### src/rtl/ee_por_trim_loader.sv
// ee_por_trim_loader
//   Power-on trim loader. After reset release it reads a fixed block of
//   WORD_NUM EEPROM words (BASE_ADDR .. BASE_ADDR+WORD_NUM-1, wrapping mod
//   2^ADDR_W) through the ECC control stage. A word flagged uncorrectable is
//   re-read up to RETRY_MAX times. Each good word is latched into the trim
//   bank, and completion is signalled. A reload request in DONE re-runs the
//   sequence without a reset.
//
// Ports
//   clk              block clock
//   rst              asynchronous, active-high reset
//   reload_req       single-cycle request to re-run the load (honoured in DONE only)
//   por_ee_data_e2l  ECC-decoded EEPROM data, valid RD_WAIT cycles after the strobe
//   ecc_dbl_err      uncorrectable-error flag, valid with the data
//   ee_rd_req        single-cycle EEPROM read strobe
//   ee_addr          EEPROM word address, held from strobe through sampling
//   trim_data        trim bank, word k at [32k+31:32k]
//   por_busy         high while a sequence runs (REQ/WAIT/CHECK)
//   por_load_done    high once a sequence has completed
//   por_load_err     sticky: a word failed after all retries
module ee_por_trim_loader #(
    parameter int                WORD_NUM  = 4,
    parameter int                ADDR_W    = 8,
    parameter logic [ADDR_W-1:0] BASE_ADDR = '0,
    parameter int                RD_WAIT   = 3,
    parameter int                RETRY_MAX = 1
) (
    input  logic                     clk,
    input  logic                     rst,
    input  logic                     reload_req,
    input  logic [31:0]              por_ee_data_e2l,
    input  logic                     ecc_dbl_err,
    output logic                     ee_rd_req,
    output logic [ADDR_W-1:0]        ee_addr,
    output logic [WORD_NUM*32-1:0]   trim_data,
    output logic                     por_busy,
    output logic                     por_load_done,
    output logic                     por_load_err
);

    localparam int IDX_W  = (WORD_NUM > 1)  ? $clog2(WORD_NUM)      : 1;
    localparam int RTY_W  = (RETRY_MAX > 0) ? $clog2(RETRY_MAX + 1) : 1;
    localparam int WCNT_W = (RD_WAIT > 1)   ? $clog2(RD_WAIT)       : 1;

    typedef enum logic [2:0] {IDLE, REQ, WAIT, CHECK, DONE} state_t;

    state_t            state, state_nxt;
    logic [IDX_W-1:0]  idx, idx_nxt;
    logic [RTY_W-1:0]  rty, rty_nxt;
    logic [WCNT_W-1:0] wcnt;
    logic              wait_last;
    logic              wr_en, err_set, err_clr;

    // Decoded-read capture; only consumed in CHECK, so no reset is needed.
    logic [31:0]       por_data_p1;
    logic              dbl_err_p1;

    assign wait_last = (wcnt == WCNT_W'(RD_WAIT - 1));

    always_ff @(posedge clk or posedge rst) begin
        if (rst) begin
            state <= IDLE;
        end else begin
            state <= state_nxt;
        end
    end

    always_comb begin
        state_nxt = state;
        idx_nxt   = idx;
        rty_nxt   = rty;
        wr_en     = 1'b0;
        err_set   = 1'b0;
        err_clr   = 1'b0;
        case (state)
            IDLE: begin
                state_nxt = REQ;
                idx_nxt   = '0;
                rty_nxt   = '0;
            end
            REQ: state_nxt = WAIT;
            WAIT: begin
                if (wait_last) state_nxt = CHECK;
            end
            CHECK: begin
                if (dbl_err_p1 && (rty < RTY_W'(RETRY_MAX))) begin
                    // Re-read the same address; ee_addr is recomputed from the unchanged idx.
                    rty_nxt   = rty + 1'b1;
                    state_nxt = REQ;
                end else begin
                    // Good word, or retries exhausted: either way move on.
                    wr_en   = !dbl_err_p1;
                    err_set = dbl_err_p1;
                    rty_nxt = '0;
                    if (idx == IDX_W'(WORD_NUM - 1)) begin
                        state_nxt = DONE;
                    end else begin
                        idx_nxt   = idx + 1'b1;
                        state_nxt = REQ;
                    end
                end
            end
            DONE: begin
                if (reload_req) begin
                    err_clr   = 1'b1;
                    idx_nxt   = '0;
                    rty_nxt   = '0;
                    state_nxt = REQ;
                end
            end
            default: state_nxt = IDLE;
        endcase
    end

    // Outputs are registered from the next state so they line up with it.
    always_ff @(posedge clk or posedge rst) begin
        if (rst) begin
            idx           <= '0;
            rty           <= '0;
            wcnt          <= '0;
            ee_rd_req     <= 1'b0;
            ee_addr       <= BASE_ADDR;
            trim_data     <= '0;
            por_busy      <= 1'b0;
            por_load_done <= 1'b0;
            por_load_err  <= 1'b0;
        end else begin
            idx           <= idx_nxt;
            rty           <= rty_nxt;
            wcnt          <= (state == WAIT && !wait_last) ? wcnt + 1'b1 : '0;
            ee_rd_req     <= (state_nxt == REQ);
            if (state_nxt == REQ) begin
                ee_addr <= BASE_ADDR + ADDR_W'(idx_nxt);
            end
            por_busy      <= (state_nxt inside {REQ, WAIT, CHECK});
            por_load_done <= (state_nxt == DONE);
            if (err_clr) begin
                por_load_err <= 1'b0;
            end else if (err_set) begin
                por_load_err <= 1'b1;
            end
            for (int k = 0; k < WORD_NUM; k++) begin
                if (wr_en && idx == IDX_W'(k)) begin
                    trim_data[k*32 +: 32] <= por_data_p1;
                end
            end
        end
    end

    // Stage p1: sample the decoded read on the edge that ends the last WAIT cycle
    always_ff @(posedge clk) begin
        if (state == WAIT && wait_last) begin
            por_data_p1 <= por_ee_data_e2l;
            dbl_err_p1  <= ecc_dbl_err;
        end
    end

endmodule

### config.mk
export PLATFORM = sky130hd
export DESIGN_NAME = ee_por_trim_loader
export DESIGN_NICKNAME = d
export VERILOG_FILES = /design/src/rtl/ee_por_trim_loader.sv
export SDC_FILE = /design/constraint.sdc
export NUM_CORES = 1
export LEC_CHECK = 0
export CAP_MARGIN = 20
export CORE_MARGIN = 5
export CORE_UTILIZATION = 65
export CTS_BUF_LIST = sky130_fd_sc_hd__clkbuf_2
export CTS_CLUSTER_SIZE = 28
export DETAILED_ROUTE_END_ITERATION = 6
export DONT_BUFFER_PORTS = 1
export PLACE_DENSITY = 0.81
export SYNTH_ARGS = -nofsm -noshare
export SYNTH_HDL_FRONTEND = slang
export SYNTH_SLANG_ARGS = --single-unit
### constraint.sdc
create_clock -name clk -period 9.5 [get_ports clk]
set_clock_uncertainty 0.05 [all_clocks]
set_input_delay 1.425 -clock clk [delete_from_list [all_inputs] [get_ports clk]]
set_output_delay 1.425 -clock clk [all_outputs]
set_load 0.01 [all_outputs]
; ---- Yosys cells after proc, flatten, opt, wreduce, memory -nomap -nowiden
; Cells that the tools add are included.
[totals]
register_bits = 175
[classes]
add_sub_neg = 3
n_lt_le_gt_ge = 1
eq_ne = 13
n_reduce_logical = 15
n_mux = 21
[op_table]
columns = op, n
row1 = case mux 3 bit (5 select lines), 1
row2 = "== test 3 x 2 -> 1 bit, second input constant", 4
row3 = 2-to-1 mux 3 bit, 4
row4 = 2-to-1 mux 1 bit, 10
row5 = 2-to-1 mux 2 bit, 4
row6 = logical AND 1 bit, 7
row7 = "== test 2 bit, second input constant", 3
row8 = "== test 3 x 1 -> 1 bit, second input constant", 2
row9 = "== test 3 bit, second input constant", 2
row10 = case mux 2 bit (3 select lines), 1
row11 = nonzero test 3 bit, 2
row12 = "adder 2 x 1 -> 2 bit, second input constant", 2
row13 = logical NOT 3 bit, 1
row14 = case mux 1 bit (3 select lines), 1
row15 = "== test 2 x 1 -> 1 bit, second input constant", 1
row16 = logical NOT 1 bit, 2
row17 = logical NOT 2 bit, 1
row18 = "inequality test 2 bit, second input constant", 1
row19 = AND reduction 2 bit, 1
row20 = nonzero test 2 bit, 1
row21 = "adder 1 bit, second input constant", 1
row22 = "less-than comparator 1 bit, second input constant", 1

; ---- Logic depth before layout (Yosys ltp)
; Gate-level depths: netlist of run 1.
[depth]
ltp_word = 6
depth_mapped = 8

; ---- Worst setup path after synthesis of run 1
; OpenSTA, ideal clock, no wires.
[synth_path]
kind = in2reg
from = input reload_req
to = register rty
setup_time_ns = 0.125
path_buffers = 0
stages = 4
slack_ns = 7.077
t_arrival_ns = 2.248
path_cell_list = inv_1 -> a211oi_1 -> nor2_1 -> a2bb2o_1
[synth_via]
elab_chain_cells = 2
[synth_rtl]
columns = item, line
row1 = start: declaration, 30  ; input logic reload_req,
row2 = inequality test 2 bit (no source line), -
row3 = AND reduction 2 bit (no source line), -
row4 = end signal: assignment, 129  ; rty <= rty_nxt;
row5 = end: declaration, 49  ; logic [RTY_W-1:0] rty, rty_nxt;
; No other way between the ends.
; A chain may end at the register's enable or synchronous reset.

; ---- Worst setup path after layout of run 1
[layout_path]
from = register state[0]
to = register trim_data[22]
[layout_via]
elab_chain_cells = 3
[layout_rtl]
columns = item, line
row1 = start: declaration, 47  ; state_t state, state_nxt;
row2 = start signal: assignment, 64  ; state <= state_nxt;
row3 = == test 3 x 2 -> 1 bit, 75  ; case (state)
row4 = 2-to-1 mux 1 bit, 75
row5 = logical AND 1 bit, 143  ; if (wr_en && idx == IDX_W'(k)) begin
row6 = end signal: indexed assignment, 144  ; trim_data[k*32 +: 32] <= por_data_p1;
row7 = end: declaration, 35  ; output logic [WORD_NUM*32-1:0] trim_data,
; No other way between the ends.

==> run metrics, run 1 <==
status=complete, no violations; gr ovfl total=0; Post-CTS Setup Bufs=0; die height=111 um; fmax=between 300 and 400 MHz; Critical Setup Path Class=reg -> reg; CTS Sinks=175; #FFs+latches synth=between 150 and 200; Cell Rows=36; Mean Syn Cell Area=17.5 um^2; worst-margin pin slew=1.03 ns; maximum vdd drop=about 0.18 mV; count of cell types in the netlist=37; reg-to-reg slack, setup=6.63 ns; clk slew on worst S/H paths=0.21 ns; Netlist Area Pre-Place=around 6600 um^2; global-route wire length before repair=just under 20000 um; ys async rst share=0.811; DRC Markers=0; minimum clock period=2.87 ns; vias=3129; post-synthesis cell count=375; initial antenna violation count=0; Setup Viol. Count Final=0; origin of the critical flop-to-flop path=state[0]$_DFF_PP0_; Area contributors post-synth=dfrtp_1 (54%), mux2_2 (17%), edfxtp_1 (15%), mux2_4 (6.8%), buf_12 (0.91%); crit path DAT=between 3 and 4 ns; Final Hold Vio Count=0; DR vias/cell=5.95; crit path launch type=register; core area=9820 um^2; Worst-Skew Late Latency=0.70 ns; warnings from Yosys=0; vias in the first global route=between 3000 and 4000; final wirelength=12400 um; layout cells sized above 1=0.430; H-tree depth=4; Synth top cells by count=dfrtp_1 (142), mux2_2 (97), edfxtp_1 (33), mux2_4 (30), inv_1 (7); CP Capture Type=register; Worst slew margin=0.310; CTS Hold Buffers Added=0; Final HPWL DP=8150 um; gr usage total=0.210; share of Yosys cell area claimed by the top area cell type=0.540; fin nets=417; max cap viols=0; num ports=176; Max Slew Vio Count=0; WL per Instance=~24 um; reg2reg end=trim_data[22]$_DFFE_PP0P_; RSZ-0062 raised after global routing=no; Power Density=between 300 and 400 nW/um^2; Leakage=between 3 and 4 nW; top-count cell post-synth=dfrtp_1; PostCTS Resize Cnt=0; worst min-delay path category=reg -> reg; CTS buffer count=17; Worst EP required=10.03 ns; CTS Buffer Depth=2; n_diodes=0; die area=approximately 12000 um^2; # port buffers=0; Initial DRC Count=161; Placer Congestion=~0.79; total power=0.00216 W; post-route insts no fill=526; post-synthesis sequential area ratio=0.691; Crit Path Max Fanout=32; largest net degree at the start of global routing=just under 80; Final ANT Viol Nets=0; initial core utilization=0.670; Synth-to-Final Area Change=4.53%; Worst Reg-to-Reg Cells=4; Pre-antenna DRT Iters=4; Cells after DPL=493; Root Buffer Master=clkbuf_2; area leader, netlist=dfrtp_1; die width=about 110 um; crit path launch=state[0]$_DFF_PP0_; ys flop type=dfrtp_1; CTS tree=yes; Post-synth EDFFs=33; setup TNS=0 ns; Final Cycle Share=0.302; Critical Path End=trim_data[22]$_DFFE_PP0P_
[worst max-delay path, stage by stage, from the launching register on]
cell     delay (ns)
dfrtp_1        0.57
inv_1          0.12
nor2_1         0.49
nand3_2        0.94
mux2_2         0.60
[area by class of cell]
cell class | instances | area (um^2)
clock buffers | 18 | 90.1
clock inverters | 14 | 141
fillers | 680 | 2940
inverters | 7 | 31.3
multi-input cells | 176 | 1870
flip-flops and latches | 175 | 4540
well taps | 133 | 166
repair buffers | 3 | 30.0
[worst min-delay path by stage]
stage	depth (start not counted)	start	to
2_1_floorplan	1	wcnt[0]$_DFF_PP0_	wcnt[0]$_DFF_PP0_
3_3_place_gp	1	wcnt[0]$_DFF_PP0_	wcnt[0]$_DFF_PP0_
3_5_place_dp	1	wcnt[0]$_DFF_PP0_	wcnt[0]$_DFF_PP0_
4_1_cts	1	wcnt[0]$_DFF_PP0_	wcnt[0]$_DFF_PP0_
5_1_grt	1	wcnt[0]$_DFF_PP0_	wcnt[0]$_DFF_PP0_
6_report	1	wcnt[0]$_DFF_PP0_	wcnt[0]$_DFF_PP0_
[registers in the layout (all words and copies together) (netlist names)]
name,cells
wcnt,2
trim_data,128
por_data_p1,32
por_busy,1
rty,1
ee_addr,2
ee_rd_req,1
state,3
por_load_done,1
idx,2
dbl_err_p1,1
por_load_err,1
[layer usage]
| metal | vias to the layer above | wire, um | track usage |
|---|---|---|---|
| met2 | 146 | 6120 | 0.331 |
| met3 | 14 | 1410 | 0.118 |
| met1 | 1636 | 4750 | 0.251 |
| li1 | 1333 | - | - |
| met5 | - | 0 | 0 |
| met4 | 0 | 125 | 0.0591 |
[logic make-up after synthesis]
family	after synthesis	synth area share
flops	175	0.691
mux	128	0.236
buf+inv	29	0.0304
simple gates	24	0.0211
compound gates	15	0.0162
xor+xnor	2	0.00266
fa+ha+maj	1	0.00190
other cells	1	0.000570
[stage by stage]
step	setup slack [ns]	hold slack (ns)	utilization	instance area (um^2)
final	6.63	0.405	0.700	6880
after global placement	6.64	0.368	0.675	6630
after floorplan	4.22	0.360	-	6600
after detailed placement	6.60	0.384	0.675	6630
after global routing	6.50	0.440	0.700	6880
after CTS	6.59	0.407	0.699	6860
[cells in the final DEF (no fill, tap or decap), drive strengths merged, types with 2 or more instances in the layout]
master	Yosys	final
a21oi	4	4
xnor2	2	2
dfrtp	142	142
conb	1	6
nor3	2	2
edfxtp	33	33
buf	17	3
nor2	5	5
nor4	3	3
a21o	2	2
o32ai	2	2
clkbuf	5	18
clkinv	0	4
mux2	128	128
bufinv	0	2
clkinvlp	0	5
or2	3	3
nand3	4	4
nand2	2	2
nand2b	3	3
inv	7	10
[power by group]
group,switching (W),internal [W]
Clock,0.000249,0.000121
Combinational,0.000154,0.000260
Sequential,0.000342,0.00103
Power figures use the tool's default switching activity.
==> inputs of run 2 (changes only) <==
CORE_UTILIZATION = 59   (was 65)
PLACE_DENSITY = 0.78   (was 0.81)
clock period = 2.4 ns   (was 9.5 ns; I/O delays follow)
==> run 2 against run 1 <==
Count of clock-buffer cells in the layout is 1 higher. Die area is 9.2% higher. Worst hold slack worse by 0.23 ns. Sequential share of layout area is 4.3 points lower. Combinational power grew to 4.3 times the previous value. Routed wire length is 8.5% higher. Core utilization is 2.5 points lower. Non-clock buffer count is 44 higher. Highest routed layer unchanged.
==> run metrics, run 2 (same netlist as run 1, synthesis figures left out) <==
fin nets=461; worst-margin pin slew=0.728 ns; Pre-antenna DRT Iters=4; largest net degree at the start of global routing=85; die area=13400 um^2; Critical Setup Path Class=reg -> reg; max cap viols=0; Placer Congestion=approximately 0.77; Worst slew margin=0.515; minimum clock period=2.23 ns; maximum vdd drop=0.716 mV; initial antenna violation count=0; max reg flops=128; Power Density=1200 nW/um^2; Worst EP required=~3.0 ns; num ports=176; die width=approximately 120 um; Final ANT Viol Nets=0; n_diodes=0; total power=between 0.008 and 0.009 W; setup TNS=0 ns; largest reg by FF count=trim_data; status=complete, no violations; CP Capture Type=register; Leakage=3.38 nW; fmax=448 MHz; reg-to-reg slack, setup=0.17 ns; DR vias/cell=between 5 and 6; global-route wire length before repair=21200 um; final wirelength=13500 um; CTS tree=yes; worst min-delay path category=in -> async; Worst Reg-to-Reg Cells=5; Final Cycle Share=0.930; most frequent cells in the layout=dfrtp_1 (142), mux2_2 (97), dlygate4sd3_1 (35), edfxtp_1 (33), mux2_4 (30); dpl ws=0.203 ns; vias=3329; Root Buffer Master=clkbuf_2; CTS Buffer Depth=2; WL per Instance=23.3 um; CTS buffer count=17; crit path launch type=register; layout cells sized above 1=0.412; setup ws final=0.167 ns; # port buffers=0; Final Hold Vio Count=0; Regs by FF count=trim_data: 128 flops, por_data_p1: 32 flops, state: 3 flops; initial core utilization=0.604; Max Slew Vio Count=0; core area=10900 um^2; Final HPWL DP=9150 um; slowest cell delay on critical path=~0.47 ns; Synth-to-Final Area Change=11.8%; gr usage total=0.213; Setup Viol. Count Final=0; gr ovfl total=0; CTS Sinks=175; Critical-path top delay cell=dfrtp_1; origin of the critical flop-to-flop path=state[2]$_DFF_PP0_; commonest non-fill, non-tap cell in the layout=dfrtp_1; Worst-Skew Late Latency=0.72 ns; vias in the first global route=3831; CP Buf/Inv Count=1; Cell Rows=38; DRC Markers=0; reg2reg end=trim_data[82]$_DFFE_PP0P_; Crit Path Max Fanout=17; die height=116 um; clk slew on worst S/H paths=about 0.21 ns; CP top delay family=simple AND/OR/NAND/NOR gates; RSZ-0062 raised after global routing=no; H-tree depth=4; crit path DAT=2.81 ns; Initial DRC Count=129; hold slack=around 0.17 ns; crit-path cells=nand2b_2 -> or2_1 -> or4_4 -> buf_4 -> mux2_4
[run 2: worst max path at each step]
stage | from | to | slack [ns] | cells after the start
2_1_floorplan | rst | ee_addr[0]$_DFFE_PP0P_ | 0.21 | 1
3_3_place_gp | state[2]$_DFF_PP0_ | trim_data[90]$_DFFE_PP0P_ | 0.26 | 5
3_5_place_dp | state[2]$_DFF_PP0_ | trim_data[82]$_DFFE_PP0P_ | 0.20 | 5
4_1_cts | state[2]$_DFF_PP0_ | trim_data[82]$_DFFE_PP0P_ | 0.16 | 5
5_1_grt | state[2]$_DFF_PP0_ | trim_data[82]$_DFFE_PP0P_ | 0.09 | 5
6_report | state[2]$_DFF_PP0_ | trim_data[82]$_DFFE_PP0P_ | 0.17 | 5
[run 2: where the power goes]
part           total, W  internal [W]  switching (W)
combinational   0.00176       0.00109       0.000664
sequential      0.00542       0.00408        0.00134
clock           0.00162      0.000682       0.000940
total           0.00880       0.00586        0.00295
[run 2: worst reg2reg max path, cell delays in order (launching register included)]
cell	delay [ns]
dfrtp_1	0.47
nand2b_2	0.23
or2_1	0.34
or4_4	0.45
buf_4	0.26
mux2_4	0.34
[run 2: final cells by class]
class / count / area [um^2]
clock inverter: 13 / 171
clock buffer: 19 / 95.1
fill: 723 / 3530
sequential: 175 / 4540
tap: 140 / 175
multi-input combinational: 176 / 1870
timing repair buffer: 47 / 465
inverter: 7 / 30.0
[run 2: what timing repair did]
item / in CTS / in global routing
buffers inserted: 0 / 0
hold endpoints to repair: 183 / 0
hold buffers: 35 / 0
resized for setup: 0 / 0
[run 2: per-stage QoR]
stage	area, um^2	util	instances
4_1_cts	7350	0.675	577
6_report	7350	0.675	577
2_1_floorplan	6600	-	380
3_3_place_gp	6740	0.619	510
5_1_grt	7350	0.675	577
3_5_place_dp	6740	0.619	510
[run 2: metal layers]
| layer | global-route usage | part of all wire | vias to the layer above |
|---|---|---|---|
| met5 | 0 | 0 | - |
| met4 | 0.0759 | 0.020 | 0 |
| met3 | 0.114 | 0.12 | 25 |
| met2 | 0.348 | 0.50 | 141 |
| met1 | 0.238 | 0.36 | 1736 |
| li1 | - | - | 1427 |
==> inputs of run 3 (changes only) <==
PLACE_DENSITY = 0.77   (was 0.78)
==> run 3 against run 2 <==
Sequential share of layout area grew 0.25 points. Worst hold slack improved by 0.020 ns. Clock power decreased by 15%. Critical endpoint is now trim_data[85]$_DFFE_PP0P_. Sequential cell count is the same. Fmax is 0.59% higher. Non-clock buffer count down 1. Via count is 0.72% lower. Cell area shrank 0.41%. Core utilization shrank 0.28 points. Die area stayed put.
==> run metrics, run 3 (same netlist as run 1, synthesis figures left out) <==
num ports=176; Root Buffer Master=clkbuf_2; Worst slew margin=0.550; status=complete, no violations; Critical Path End=trim_data[85]$_DFFE_PP0P_; core area=10900 um^2; max reg flops=roughly 130; most frequent cells in the layout=dfrtp_1 (142), mux2_2 (97), dlygate4sd3_1 (35), edfxtp_1 (33), mux2_4 (30); CTS buffer count=17; # port buffers=0; Critical Setup Path Class=reg -> reg; crit path launch=state[2]$_DFF_PP0_; CTS Hold Buffers Added=35; Placer Congestion=0.791; DR vias/cell=5.75; minimum clock period=2.22 ns; maximum vdd drop=0.597 mV; die width=116 um; vias in the first global route=3627; die area=between 10000 and 15000 um^2; Worst-Skew Late Latency=0.69 ns; reg2reg end=trim_data[85]$_DFFE_PP0P_; Pre-antenna DRT Iters=4; crit path launch type=register; CTS Sinks=175; initial core utilization=0.604; Final HPWL DP=9040 um; commonest non-fill, non-tap cell in the layout=dfrtp_1; CTS Buffer Depth=2; Worst EP required=just under 3 ns; RSZ-0062 raised after global routing=no; Synth-to-Final Area Change=11.3%; post-route insts no fill=approximately 580; gr usage total=0.206; worst min-delay path category=in -> async; Power Density=~1200 nW/um^2; Initial DRC Count=133; PostCTS Resize Cnt=0; fin nets=460; fmax=~450 MHz; largest net degree at the start of global routing=73; initial antenna violation count=0; CTS tree=yes; die height=116 um; CP Capture Type=register; Max Slew Vio Count=0; n_diodes=0; setup TNS=0 ns; worst-margin pin slew=around 0.68 ns; clk slew on worst S/H paths=0.22 ns; origin of the critical flop-to-flop path=state[2]$_DFF_PP0_; Crit Path Max Fanout=32; largest reg by FF count=trim_data; crit path DAT=2.77 ns; WL per Instance=23.0 um; gr ovfl total=0; Cell Rows=38; Worst Reg-to-Reg Cells=4; Post-CTS Setup Bufs=0; global-route wire length before repair=20300 um; Final Cycle Share=0.925; final wirelength=13200 um; Final Hold Vio Count=0; Final ANT Viol Nets=0; Setup Viol. Count Final=0; Cells after DPL=approximately 510; Leakage=around 3.4 nW; max cap viols=0; DRC Markers=0; vias=3305; reg-to-reg slack, setup=approximately 0.18 ns; Regs by FF count=trim_data: 128 flops, por_data_p1: 32 flops, state: 3 flops; layout cells sized above 1=0.407; H-tree depth=4
-- run 3: changes by cell type in the layout (fill, tap and decap cells not counted) --
cell,previous run,this run
clkinv_2,7,4
buf_4,10,6
bufinv_16,4,2
clkinv_1,0,1
buf_12,2,5
clkinv_4,1,0
clkbuf_2,19,23
-- run 3: worst max-delay path, cell delays in order (launching register included) --
cell	delay, ns
dfrtp_1	0.45
nand2b_2	0.23
or2_1	0.25
or4_4	0.75
mux2_4	0.40
-- run 3: metrics by stage --
| stage | total power, W | setup WS [ns] | hold WS, ns | cell area [um^2] | util |
|---|---|---|---|---|---|
| CTS | 0.00870 | 0.183 | 0.114 | 7320 | 0.673 |
| detailed placement | 0.00728 | 0.215 | 0.350 | 6770 | 0.621 |
| global route | 0.00909 | 0.0915 | 0.117 | 7320 | 0.673 |
| floorplan | 0.00661 | 0.213 | 0.360 | 6600 | - |
| global placement | 0.00710 | 0.248 | 0.345 | 6770 | 0.621 |
| finish | 0.00859 | 0.180 | 0.190 | 7320 | 0.673 |
-- run 3: how the worst min path moves through the flow --
stage,end,slack [ns]
2_1_floorplan,wcnt[0]$_DFF_PP0_,0.36
3_3_place_gp,trim_data[75]$_DFFE_PP0P_,0.34
3_5_place_dp,trim_data[77]$_DFFE_PP0P_,0.35
4_1_cts,trim_data[77]$_DFFE_PP0P_,0.11
5_1_grt,trim_data[77]$_DFFE_PP0P_,0.12
6_report,trim_data[43]$_DFFE_PP0P_,0.19
-- run 3: where the power goes --
part	internal (W)	switching, W	leakage, nW
combinational	0.00112	0.000668	1.12
clock	0.000486	0.000898	0.141
sequential	0.00408	0.00134	2.11
-- run 3: final cells by class --
class / instances / area (um^2)
fill: 734 / 3560
inverter: 7 / 30.0
sequential: 175 / 4540
timing repair buffer: 46 / 495
multi-input combinational: 176 / 1870
clock inverter: 8 / 91.3
tap: 140 / 175
clock buffer: 23 / 115
-- run 3: routing by layer --
layer  vias to the layer above  share of wire  routed length (um)  global-route usage
met2                       154           0.50                6600               0.346
met4                         0          0.018                 234              0.0720
met1                      1705           0.37                4830               0.228
met3                        20           0.12                1560               0.102
li1                       1426              -                   -                   -
met5                         -              0                   0                   0
